`config.mk`:
```
export PLATFORM = sky130hd
export DESIGN_NAME = reader_r1
export DESIGN_NICKNAME = d
export VERILOG_FILES = /design/src/rtl/reader_r1_pkg.sv /design/src/rtl/stable_sampler.sv /design/src/rtl/reader_r1.sv
export SDC_FILE = /design/constraint.sdc
export NUM_CORES = 1
export LEC_CHECK = 0
export BUFFER_PORTS_ARGS = -buffer_cell sky130_fd_sc_hd__buf_2
export CORE_UTILIZATION = 49
export DETAILED_ROUTE_END_ITERATION = 12
export PLACE_DENSITY_LB_ADDON = 0.08
export SLEW_MARGIN = 20
export SYNTH_ARGS = -nofsm -noshare
export SYNTH_HDL_FRONTEND = slang
export SYNTH_SLANG_ARGS = --single-unit
export TNS_END_PERCENT = 30
```
`constraint.sdc`:
```
create_clock -name clk -period 2.7 [get_ports clk]
set_input_delay 0.27 -clock clk [delete_from_list [all_inputs] [get_ports clk]]
set_output_delay 0.27 -clock clk [all_outputs]
set_load 0.005 [all_outputs]
```
`src/rtl/reader_r1_pkg.sv`:
```
// Shared definitions for the reader_r1 host-command reader: controller
// state encoding, command-word field positions and status-word layout.
package reader_r1_pkg;

    localparam int WORD_W  = 32;
    localparam int TAG_BIT = 31;
    localparam int OPC_MSB = 30;
    localparam int OPC_LSB = 24;
    localparam int PAY_MSB = 23;
    localparam int PAY_LSB = 0;
    localparam int CNT_W   = 16;

    typedef enum logic [1:0] {
        ST_IDLE    = 2'd0,
        ST_SETTLE  = 2'd1,
        ST_PRESENT = 2'd2,
        ST_ACK     = 2'd3
    } state_t;

    // Status word: {ack_tag, overrun, 14'b0, cmd_count[15:0]}
    function automatic logic [WORD_W-1:0] pack_status(input logic ack_tag,
                                                      input logic overrun,
                                                      input logic [CNT_W-1:0] count);
        pack_status = {ack_tag, overrun, 14'b0, count};
    endfunction

endpackage

```
`src/rtl/stable_sampler.sv`:
```
// Stability checker: holds a snapshot of the host word and counts how many
// consecutive samples have matched it since the last capture.
module stable_sampler
    import reader_r1_pkg::*;
#(
    parameter int STABLE_CYCLES = 2
) (
    input  logic              clk,
    input  logic              rst,
    input  logic [WORD_W-1:0] word_in,
    input  logic              capture,
    input  logic              settle,
    output logic [WORD_W-1:0] snapshot,
    output logic              match,
    output logic              stable
);

    localparam logic [3:0] LAST_CNT = 4'(STABLE_CYCLES - 1);

    logic [WORD_W-1:0] snap_q, snap_d;
    logic [3:0]        cnt_q,  cnt_d;

    // Match/stable decode and next snapshot/counter values
    always_comb begin
        snap_d = snap_q;
        cnt_d  = cnt_q;
        match  = (word_in == snap_q);
        stable = match && (cnt_q == LAST_CNT);
        if (capture) begin
            snap_d = word_in;
            cnt_d  = 4'd0;
        end else if (settle && match && !stable) begin
            cnt_d = cnt_q + 4'd1;
        end
    end

    // Snapshot and counter registers
    always_ff @(posedge clk) begin
        if (rst) begin
            snap_q <= '0;
            cnt_q  <= 4'd0;
        end else begin
            snap_q <= snap_d;
            cnt_q  <= cnt_d;
        end
    end

    assign snapshot = snap_q;

endmodule

```
`src/rtl/reader_r1.sv`:
```
// Host command reader: detects a tag toggle on the host command register,
// waits for the word to settle, presents it to the consumer with a
// valid/ready handshake and writes back an acknowledge status word.
module reader_r1
    import reader_r1_pkg::*;
#(
    parameter int STABLE_CYCLES = 2
) (
    input  logic        clk,
    input  logic        rst,
    input  logic [31:0] register_1,
    output logic        cmd_valid,
    input  logic        cmd_ready,
    output logic [6:0]  cmd_opcode,
    output logic [23:0] cmd_payload,
    output logic        we_status,
    output logic [31:0] status_data
);

    state_t            state_q, state_d;
    logic              last_tag_q, last_tag_d;
    logic              overrun_q, overrun_d;
    logic [CNT_W-1:0]  cmd_count_q, cmd_count_d;
    logic [WORD_W-1:0] status_q, status_d;

    logic              capture;
    logic              settle;
    logic [WORD_W-1:0] snapshot;
    logic              match;
    logic              stable;

    stable_sampler #(
        .STABLE_CYCLES(STABLE_CYCLES)
    ) u_sampler (
        .clk      (clk),
        .rst      (rst),
        .word_in  (register_1),
        .capture  (capture),
        .settle   (settle),
        .snapshot (snapshot),
        .match    (match),
        .stable   (stable)
    );

    // Next-state, handshake and status update logic
    always_comb begin
        state_d     = state_q;
        last_tag_d  = last_tag_q;
        overrun_d   = overrun_q;
        cmd_count_d = cmd_count_q;
        status_d    = status_q;
        capture     = 1'b0;
        settle      = 1'b0;
        cmd_valid   = 1'b0;
        we_status   = 1'b0;
        case (state_q)
            ST_IDLE: begin
                if (register_1[TAG_BIT] != last_tag_q) begin
                    capture = 1'b1;
                    state_d = ST_SETTLE;
                end
            end
            ST_SETTLE: begin
                if (register_1[TAG_BIT] == last_tag_q) begin
                    // Host retracted the toggle before it settled.
                    state_d = ST_IDLE;
                end else if (!match) begin
                    // Torn write: restart the stability window on the new word.
                    capture = 1'b1;
                end else begin
                    settle = 1'b1;
                    if (stable) begin
                        state_d = ST_PRESENT;
                    end
                end
            end
            ST_PRESENT: begin
                cmd_valid = 1'b1;
                if (!match) begin
                    overrun_d = 1'b1;
                end
                if (cmd_ready) begin
                    // Status is committed on the handshake edge so the ACK
                    // cycle already shows the new tag and count.
                    state_d     = ST_ACK;
                    last_tag_d  = snapshot[TAG_BIT];
                    cmd_count_d = cmd_count_q + 16'd1;
                    status_d    = pack_status(last_tag_d, overrun_d, cmd_count_d);
                end
            end
            ST_ACK: begin
                we_status = 1'b1;
                state_d   = ST_IDLE;
            end
            default: begin
                state_d = ST_IDLE;
            end
        endcase
    end

    // Controller and status registers
    always_ff @(posedge clk) begin
        if (rst) begin
            state_q     <= ST_IDLE;
            last_tag_q  <= 1'b0;
            overrun_q   <= 1'b0;
            cmd_count_q <= '0;
            status_q    <= '0;
        end else begin
            state_q     <= state_d;
            last_tag_q  <= last_tag_d;
            overrun_q   <= overrun_d;
            cmd_count_q <= cmd_count_d;
            status_q    <= status_d;
        end
    end

    assign cmd_opcode  = snapshot[OPC_MSB:OPC_LSB];
    assign cmd_payload = snapshot[PAY_MSB:PAY_LSB];
    assign status_data = status_q;

endmodule
```
==> impl_metrics.py, run 1 <==
metrics = {
    "synth": {
        "synth-async-reset-ratio_pct": 0,
        "synth_fa_ha_area_share_pct": 1.28,
        "post-synth-top-area-cell": "dfxtp_1",
        "ys_seq_elements": 57,
        "ys_types": 32,
        "netlist_instances": 317,
        "synth_edf_count": 0,
        "synth_area_leaders": "dfxtp_1 (39%), mux2i_1 (12%), buf_4 (12%), xnor2_1 (10%), nor2_1 (7.0%)",
        "yosys_warnings": 0,
        "synth.area.mux_share_pct": 11.9,
        "ys_seq_area_share_pct": 38.9,
        "synth-xor-area-share_pct": 14.3,
        "synth-simple-area-share_pct": 17.1,
        "syn_area_um2": 2940,
        "ys_dominant_reg_cell": "dfxtp_1",
        "postSynthAreaPerCell_um2": 9.26,
        "synth_top_family_by_area": "simple AND/OR/NAND/NOR gates",
        "synth_compound_area_share_pct": 2.90,
        "synth_top_area_share_pct": 38.9,
    },
    "route": {
        "drt_iter0_markers": 94,
        "wire_per_inst_um": 12.1,
        "ant_nets": 0,
        "drt_pre_antenna_iters": 4,
        "drt_wl_total_um": 5440,
        "via_per_inst": 4.76,
        "via_count": 2148,
        "drc": 0,
    },
    "layout": {
        "mostFrequentLayoutCells": "buf_2 (85), dfxtp_1 (57), nor2_1 (55)",
        "fin_nets": 412,
        "diodes": 0,
        "layout_commonest_cell": "buf_2",
        "area_growth_pct": 14.0,
        "drive_above_1_share_pct": 28.8,
    },
    "worst_setup_path": {
        "worstSetupStartpointType": "flip-flop",
        "required_ps": 2920,
        "cp.depth": 7,
        "cpMaxStageDelayCell": "nor4_4",
        "end_kind": "flip-flop",
        "crit_buf_inv": 1,
        "slowest_delay_ps": 440,
        "reg2regPathDepth": 7,
        "criticalPathCategory": "reg -> reg",
        "path_max_fanout": 17,
        "path_delay_family": "simple AND/OR/NAND/NOR gates",
        "path_cells": "xnor2_1, nand4_1, nor4_4, a31oi_4, buf_4, mux2i_1, nor2_1",
        "critPathArrivalTime_ps": 2200,
    },
    "clocking": {
        "cts_sinks": 57,
        "tritoncts": "built",
        "clk_path_buf_depth": 2,
        "cts_max_level": 3,
        "root_buffer": "clkbuf_8",
        "cts_resized": 0,
        "numCtsBuffers": 9,
        "clkTransAtPathRegs_ps": 60,
        "post-cts-setup-buffers": 0,
        "cts_hold_buf": 0,
        "insertion_delay_ps": 330,
    },
    "floorplan": {
        "die_area_um2": 6310,
        "dieWidth_um": 79.4,
        "rows": 27,
        "die_y_um": 79.4,
        "start_util_pct": 52.1,
        "num_io_pins": 100,
        "core-area_um2": 5640,
    },
    "placement": {
        "io_buffers": 85,
        "gp_congestion": 0.698,
        "dp_hpwl_um": 4000,
    },
    "sta": {
        "slew_viol_final": 0,
        "tightestPinTransition_ps": 571,
        "fin_crit_sh_pct": 73.4,
        "clock_skew_ps": 7.12,
        "finalSetupViolations": 0,
        "grt_setup_unrepaired": "false",
        "hold_viol": 0,
        "tns_ps": 0,
        "period_needed_ps": 1980,
        "relSlewSlack_pct": 61.9,
        "whs_ps": 197,
        "fmax_ghz": 0.504,
    },
    "grt": {
        "antenna_found_initial": 0,
        "grt_max_degree": 33,
        "gr-total-overflow": 0,
        "gr-usage-all-layers_pct": 18.4,
        "first_global_vias": 1915,
        "grt_pass1_wl_um": 8740,
    },
    "power": {
        "p_leak_nw": 1.56,
        "ir_worst_vdd_mv": 0.310,
        "power.density_nw_per_um2": 564,
    },
    "status": {
        "status": "completed",
    },
    "min_path": {
        "hp-class": "in -> reg",
        "whs_path_depth": 3,
    },
    "run": {
        "maxCapViolCount": 0,
    },
}
## report_power, final
| group | internal, mW | total [mW] | switching (mW) | leakage, nW |
|---|---|---|---|---|
| Combinational | 0.105 | 0.205 | 0.0999 | 0.991 |
| Clock | 0.444 | 0.784 | 0.340 | 0.102 |
| Sequential | 0.871 | 0.900 | 0.0284 | 0.466 |
## sequential cells by signal, summed over array words and instances, names as in the netlist, named ones only
signal,count
cmd_count_q,15
overrun_q,1
state_q,1
status_data,3
u_sampler.cnt_q,4
u_sampler.snapshot,32
## synth_stat cells, types with 2 or more instances
master and count:
dfxtp_1 57, inv_1 2, nand2_1 9, nand4_1 14, o21ai_0 3, clkbuf_1 6
nor4_4 2, a21oi_1 7, ha_1 3, mux2i_1 35, buf_2 4, xor2_1 14
xnor2_1 34, nor2_1 55, or3_1 4, nand3_1 6, buf_4 46, nor2b_1 2
## cell type report
class,count,area [um2]
Clock buffer,10,138
Clock inverter,6,57.6
Fill cell,535,2290
Inverter,2,7.51
Multi-Input combinational cell,215,1460
Sequential cell,57,1140
Tap cell,72,90.1
Timing Repair Buffer,89,455
## cells by family (layout without fill, tap and decap cells)
group | count (synthesis) | in the layout
fa+ha+maj | 3 | 3
flops | 57 | 57
buf+inv | 58 | 107
xor+xnor | 48 | 48
compound gates | 14 | 14
simple gates | 101 | 101
other cells | 1 | 14
mux | 35 | 35
## stage by stage
step                utilization (%)  area (um2)  power [mW]  std cells  setup slack, ps
floorplan                         -        2990        1.09        330              963
global placement               55.9        3150        1.12        435              710
detailed placement             55.9        3150        1.12        435              666
CTS                            59.3        3350        1.91        451              694
global route                   59.3        3350        1.98        451              529
finish                         59.3        3350        1.89        451              717
## path summary, 6_finish.rpt
path | endpoint | startpoint | slack (ps)
worst min register to register | overrun_q | overrun_q | 480
worst max-delay path | u_sampler.snapshot[17] | u_sampler.snapshot[18] | 720
worst min-delay path | u_sampler.snapshot[4] | register_1[4] | 200
worst max register to register | u_sampler.snapshot[17] | u_sampler.snapshot[18] | 720
## tightest hold or removal path, stage by stage
cell and delay, ps:
buf_2 90, mux2i_1 60, nor2_1 70
## layer usage
| layer | vias up | wire length [um] | global-route usage [%] |
|---|---|---|---|
| li1 | 1103 | - | - |
| met2 | 69 | 2430 | 29.1 |
| met1 | 969 | 2530 | 21.6 |
| met5 | - | 0 | 0 |
| met4 | 0 | 57 | 6.00 |
| met3 | 7 | 417 | 8.91 |
No activity file was read; power rests on OpenSTA's default activity.
==> inputs of run 2 (changes only) <==
clock period = 1.9 ns   (was 2.7 ns; I/O delays follow)
==> impl_metrics.py, run 2 (synthesis results as in run 1) <==
metrics = {
    "status": {
        "status": "completed",
    },
    "sta": {
        "period_needed_ps": 1830,
        "fmax_ghz": 0.546,
        "whs_ps": 107,
        "finalSetupViolations": 0,
        "tns_ps": 0,
        "clock_skew_ps": 5.62,
        "fin_crit_sh_pct": 96.3,
        "hold_viol": 0,
        "slew_viol_final": 0,
        "grt_setup_unrepaired": "true",
    },
    "grt": {
        "gr-usage-all-layers_pct": 18.8,
        "gr-total-overflow": 0,
        "antenna_found_initial": 0,
        "grt_pass1_wl_um": 8840,
        "grt_max_degree": 25,
        "first_global_vias": 1958,
    },
    "power": {
        "power.density_nw_per_um2": 774,
        "totalPowerFinal_mw": 2.75,
        "ir_worst_vdd_mv": 0.476,
        "p_leak_nw": 1.67,
    },
    "clocking": {
        "cts_max_level": 3,
        "tritoncts": "built",
        "clkTransAtPathRegs_ps": 60,
        "root_buffer": "clkbuf_8",
        "cts_sinks": 57,
        "numCtsBuffers": 9,
        "clk_path_buf_depth": 2,
        "insertion_delay_ps": 340,
        "cts_hold_buf": 0,
    },
    "worst_setup_path": {
        "slowest_delay_ps": 360,
        "path_max_fanout": 6,
        "criticalPathCategory": "reg -> reg",
        "worstSetupStartpointType": "flip-flop",
        "path_delay_family": "simple AND/OR/NAND/NOR gates",
        "crit_buf_inv": 2,
        "cpMaxStageDelayCell": "dfxtp_2",
        "critPathArrivalTime_ps": 2060,
        "path_cells": "xnor2_2, nand4_1, nor4_4, buf_4, a31oi_4, buf_12, mux2i_2, nor2_1",
        "end_kind": "flip-flop",
        "required_ps": 2130,
    },
    "floorplan": {
        "dieWidth_um": 79.4,
        "rows": 27,
        "num_io_pins": 100,
        "die_area_um2": 6310,
        "core-area_um2": 5640,
        "start_util_pct": 52.1,
        "die_y_um": 79.4,
    },
    "layout": {
        "fin_nets": 423,
        "area_growth_pct": 21.2,
        "largest_reg_flops": 32,
        "diodes": 0,
        "finalNonFillerCells": 461,
        "drive_above_1_share_pct": 35.5,
        "mostFrequentLayoutCells": "buf_2 (85), nor2_1 (55), dfxtp_1 (46)",
        "layout_commonest_cell": "buf_2",
        "fillers": 527,
    },
    "route": {
        "via_count": 2204,
        "drt_iter0_markers": 73,
        "drt_wl_total_um": 5830,
        "wire_per_inst_um": 12.6,
        "drt_pre_antenna_iters": 4,
        "drc": 0,
        "ant_nets": 0,
        "via_per_inst": 4.78,
    },
    "placement": {
        "dp_cells": 440,
        "io_buffers": 85,
        "dp_hpwl_um": 3990,
        "gp_congestion": 0.786,
    },
    "run": {
        "maxCapViolCount": 0,
    },
    "min_path": {
        "hp-class": "in -> reg",
    },
}
run 2: cell types whose count changed in the layout (fill, tap and decap cells not counted), moves of 6 or more:
| cell | delta |
|---|---|
| dfxtp_2 | +11 |
| xnor2_1 | -7 |
| buf_4 | +6 |
| xnor2_2 | +7 |
| dfxtp_1 | -11 |
run 2: final cells by class:
class,instances,area [um2],area share (%)
clock buffer,12,155,4.36
clock inverter,3,40.0,1.13
inverter,2,7.51,0.211
multi-input combinational,215,1520,42.7
sequential,57,1150,32.5
tap,72,90.1,2.53
timing repair buffer,100,593,16.7
run 2: worst paths after layout:
kind	start	to	slack, ps	cells after the start
worst max-delay path	u_sampler.snapshot[17]	u_sampler.snapshot[3]	70	8
worst min-delay path	register_1[20]	u_sampler.snapshot[20]	110	3
worst max register to register	u_sampler.snapshot[17]	u_sampler.snapshot[3]	70	8
worst min register to register	overrun_q	overrun_q	470	2
run 2: layer usage:
metal	GRT usage (%)	routed length, um
met5	0	0
met4	6.55	51
met3	9.60	411
met2	30.9	2760
met1	21.0	2600
run 2: through the flow:
stage | utilization [%] | setup WS, ps | instance area [um2]
after floorplan | - | 163 | 2990
after global placement | 56.8 | -13.8 | 3200
after detailed placement | 56.8 | -5.13 | 3200
after CTS | 60.5 | 46.5 | 3410
after global routing | 63.1 | -66.8 | 3560
final | 63.1 | 69.6 | 3560
run 2: worst register-to-register path, delay by kind of cell (launching register included):
family,cells,cell delay [ps]
AO/OA/AOI/OAI,1,150
XOR/XNOR,1,110
buffers and inverters,2,360
flip-flops,1,360
multiplexers,1,180
AND/OR/NAND/NOR,3,540
run 2: repair_timing:
item,in CTS,in global routing
gates resized for setup,0,21
setup buffers,2,1
pin swaps,2,21
gates cloned,0,3
endpoints found under the setup margin,1,34
run 2: power by group:
part	total (mW)	switching (mW)	internal [mW]	leakage, nW
registers	1.28	0.0392	1.24	0.470
logic	0.338	0.158	0.180	1.10
clock network	1.14	0.471	0.665	0.102
total	2.75	0.668	2.09	1.67
==> inputs of run 3 (changes only) <==
CTS_BUF_LIST = sky130_fd_sc_hd__clkbuf_16   (was default)
CTS_CLUSTER_DIAMETER = 80   (was default)
==> impl_metrics.py, run 3 (synthesis results as in run 1) <==
metrics = {
    "status": {
        "status": "completed",
    },
    "grt": {
        "gr-usage-all-layers_pct": 18.6,
        "grt_pass1_wl_um": 8700,
        "gr-total-overflow": 0,
        "grt_max_degree": 25,
        "first_global_vias": 1943,
        "antenna_found_initial": 0,
    },
    "layout": {
        "drive_above_1_share_pct": 34.7,
        "layout_commonest_cell": "buf_2",
        "largest_reg_flops": 32,
        "finalNonFillerCells": 461,
        "area_growth_pct": 23.8,
        "diodes": 0,
        "mostFrequentLayoutCells": "buf_2 (85), nor2_1 (55), dfxtp_1 (46)",
        "fin_nets": 423,
    },
    "sta": {
        "clock_skew_ps": 4.56,
        "hold_viol": 0,
        "fin_crit_sh_pct": 95.2,
        "grt_setup_unrepaired": "true",
        "tns_ps": 0,
        "period_needed_ps": 1810,
        "fmax_ghz": 0.553,
        "slew_viol_final": 0,
        "finalSetupViolations": 0,
    },
    "floorplan": {
        "die_y_um": 79.4,
        "dieWidth_um": 79.4,
        "core-area_um2": 5640,
        "die_area_um2": 6310,
        "num_io_pins": 100,
        "start_util_pct": 52.1,
        "rows": 27,
    },
    "clocking": {
        "cts_sinks": 57,
        "clk_path_buf_depth": 2,
        "clkTransAtPathRegs_ps": 50,
        "cts_hold_buf": 0,
        "insertion_delay_ps": 320,
        "root_buffer": "clkbuf_16",
        "tritoncts": "built",
        "cts_max_level": 3,
        "numCtsBuffers": 9,
    },
    "route": {
        "drt_iter0_markers": 45,
        "via_count": 2212,
        "ant_nets": 0,
        "via_per_inst": 4.80,
        "drt_pre_antenna_iters": 4,
        "drc": 0,
        "drt_wl_total_um": 5740,
        "wire_per_inst_um": 12.4,
    },
    "power": {
        "ir_worst_vdd_mv": 0.555,
        "p_leak_nw": 1.71,
        "power.density_nw_per_um2": 858,
    },
    "worst_setup_path": {
        "worstSetupStartpointType": "flip-flop",
        "criticalPathCategory": "reg -> reg",
        "r2r_slack_ps": 90,
        "required_ps": 2110,
        "path_max_fanout": 6,
        "end_kind": "flip-flop",
        "critPathArrivalTime_ps": 2020,
    },
    "placement": {
        "io_buffers": 85,
        "gp_congestion": 0.786,
        "dp_cells": 440,
        "dp_hpwl_um": 3990,
    },
    "min_path": {
        "hp-class": "in -> reg",
    },
    "run": {
        "maxCapViolCount": 0,
    },
}
==> run 3: cell types whose count changed in the layout (fill, tap and decap cells not counted), sizes merged <==
cell    before  now
clkbuf      14   11
inv          2    3
clkinv       2    4
==> run 3: through the flow <==
stage / util (%) / setup slack, ps / power [mW] / hold slack (ps) / area, um2
2_1_floorplan: - / 163 / 1.55 / 337 / 2990
3_3_place_gp: 56.8 / -13.8 / 1.60 / 450 / 3200
3_5_place_dp: 56.8 / -5.13 / 1.61 / 459 / 3200
4_1_cts: 61.9 / 52.3 / 3.13 / 123 / 3490
5_1_grt: 64.4 / -58.2 / 3.25 / 135 / 3640
6_report: 64.4 / 90.3 / 3.12 / 130 / 3640
==> run 3: path summary, 6_finish.rpt <==
check | start | cells after the start | to
hold reg to reg | overrun_q | 2 | overrun_q
hold / removal | register_1[20] | 3 | u_sampler.snapshot[20]
setup reg to reg | u_sampler.snapshot[17] | 8 | u_sampler.snapshot[8]
setup / recovery | u_sampler.snapshot[17] | 8 | u_sampler.snapshot[8]
==> run 3: metal layers <==
layer,vias up,wire [um],track usage (%)
li1,1135,-,-
met1,1003,2530,20.9
met2,68,2730,30.4
met3,6,430,8.23
met4,0,48,7.64
met5,-,0,0
==> run 3: critical path, cell delays in order (launching register included) <==
cell and delay (ps):
dfxtp_2 350, xnor2_2 110, nand4_1 190, nor4_4 300
buf_4 170, a31oi_4 150, clkbuf_16 210, mux2i_1 150
nor2_1 60
==> run 3: power by group <==
part / internal, mW / switching (mW) / total (mW)
clock: 0.985 / 0.515 / 1.50
sequential: 1.24 / 0.0382 / 1.28
combinational: 0.179 / 0.156 / 0.336
total: 2.41 / 0.709 / 3.12
==> run 3: cell type report <==
cell class,count,area (um2)
tap,72,90.1
inverter,2,7.51
timing repair buffer,100,593
fill,518,2010
clock buffer,9,225
sequential,57,1150
multi-input combinational,215,1510
clock inverter,6,51.3
==> run 3: timing repair <==
item,CTS,global route
gates resized for setup,0,20
endpoints found under the setup margin,1,34
setup buffers,2,1
cloned,0,3
pin swaps,2,19
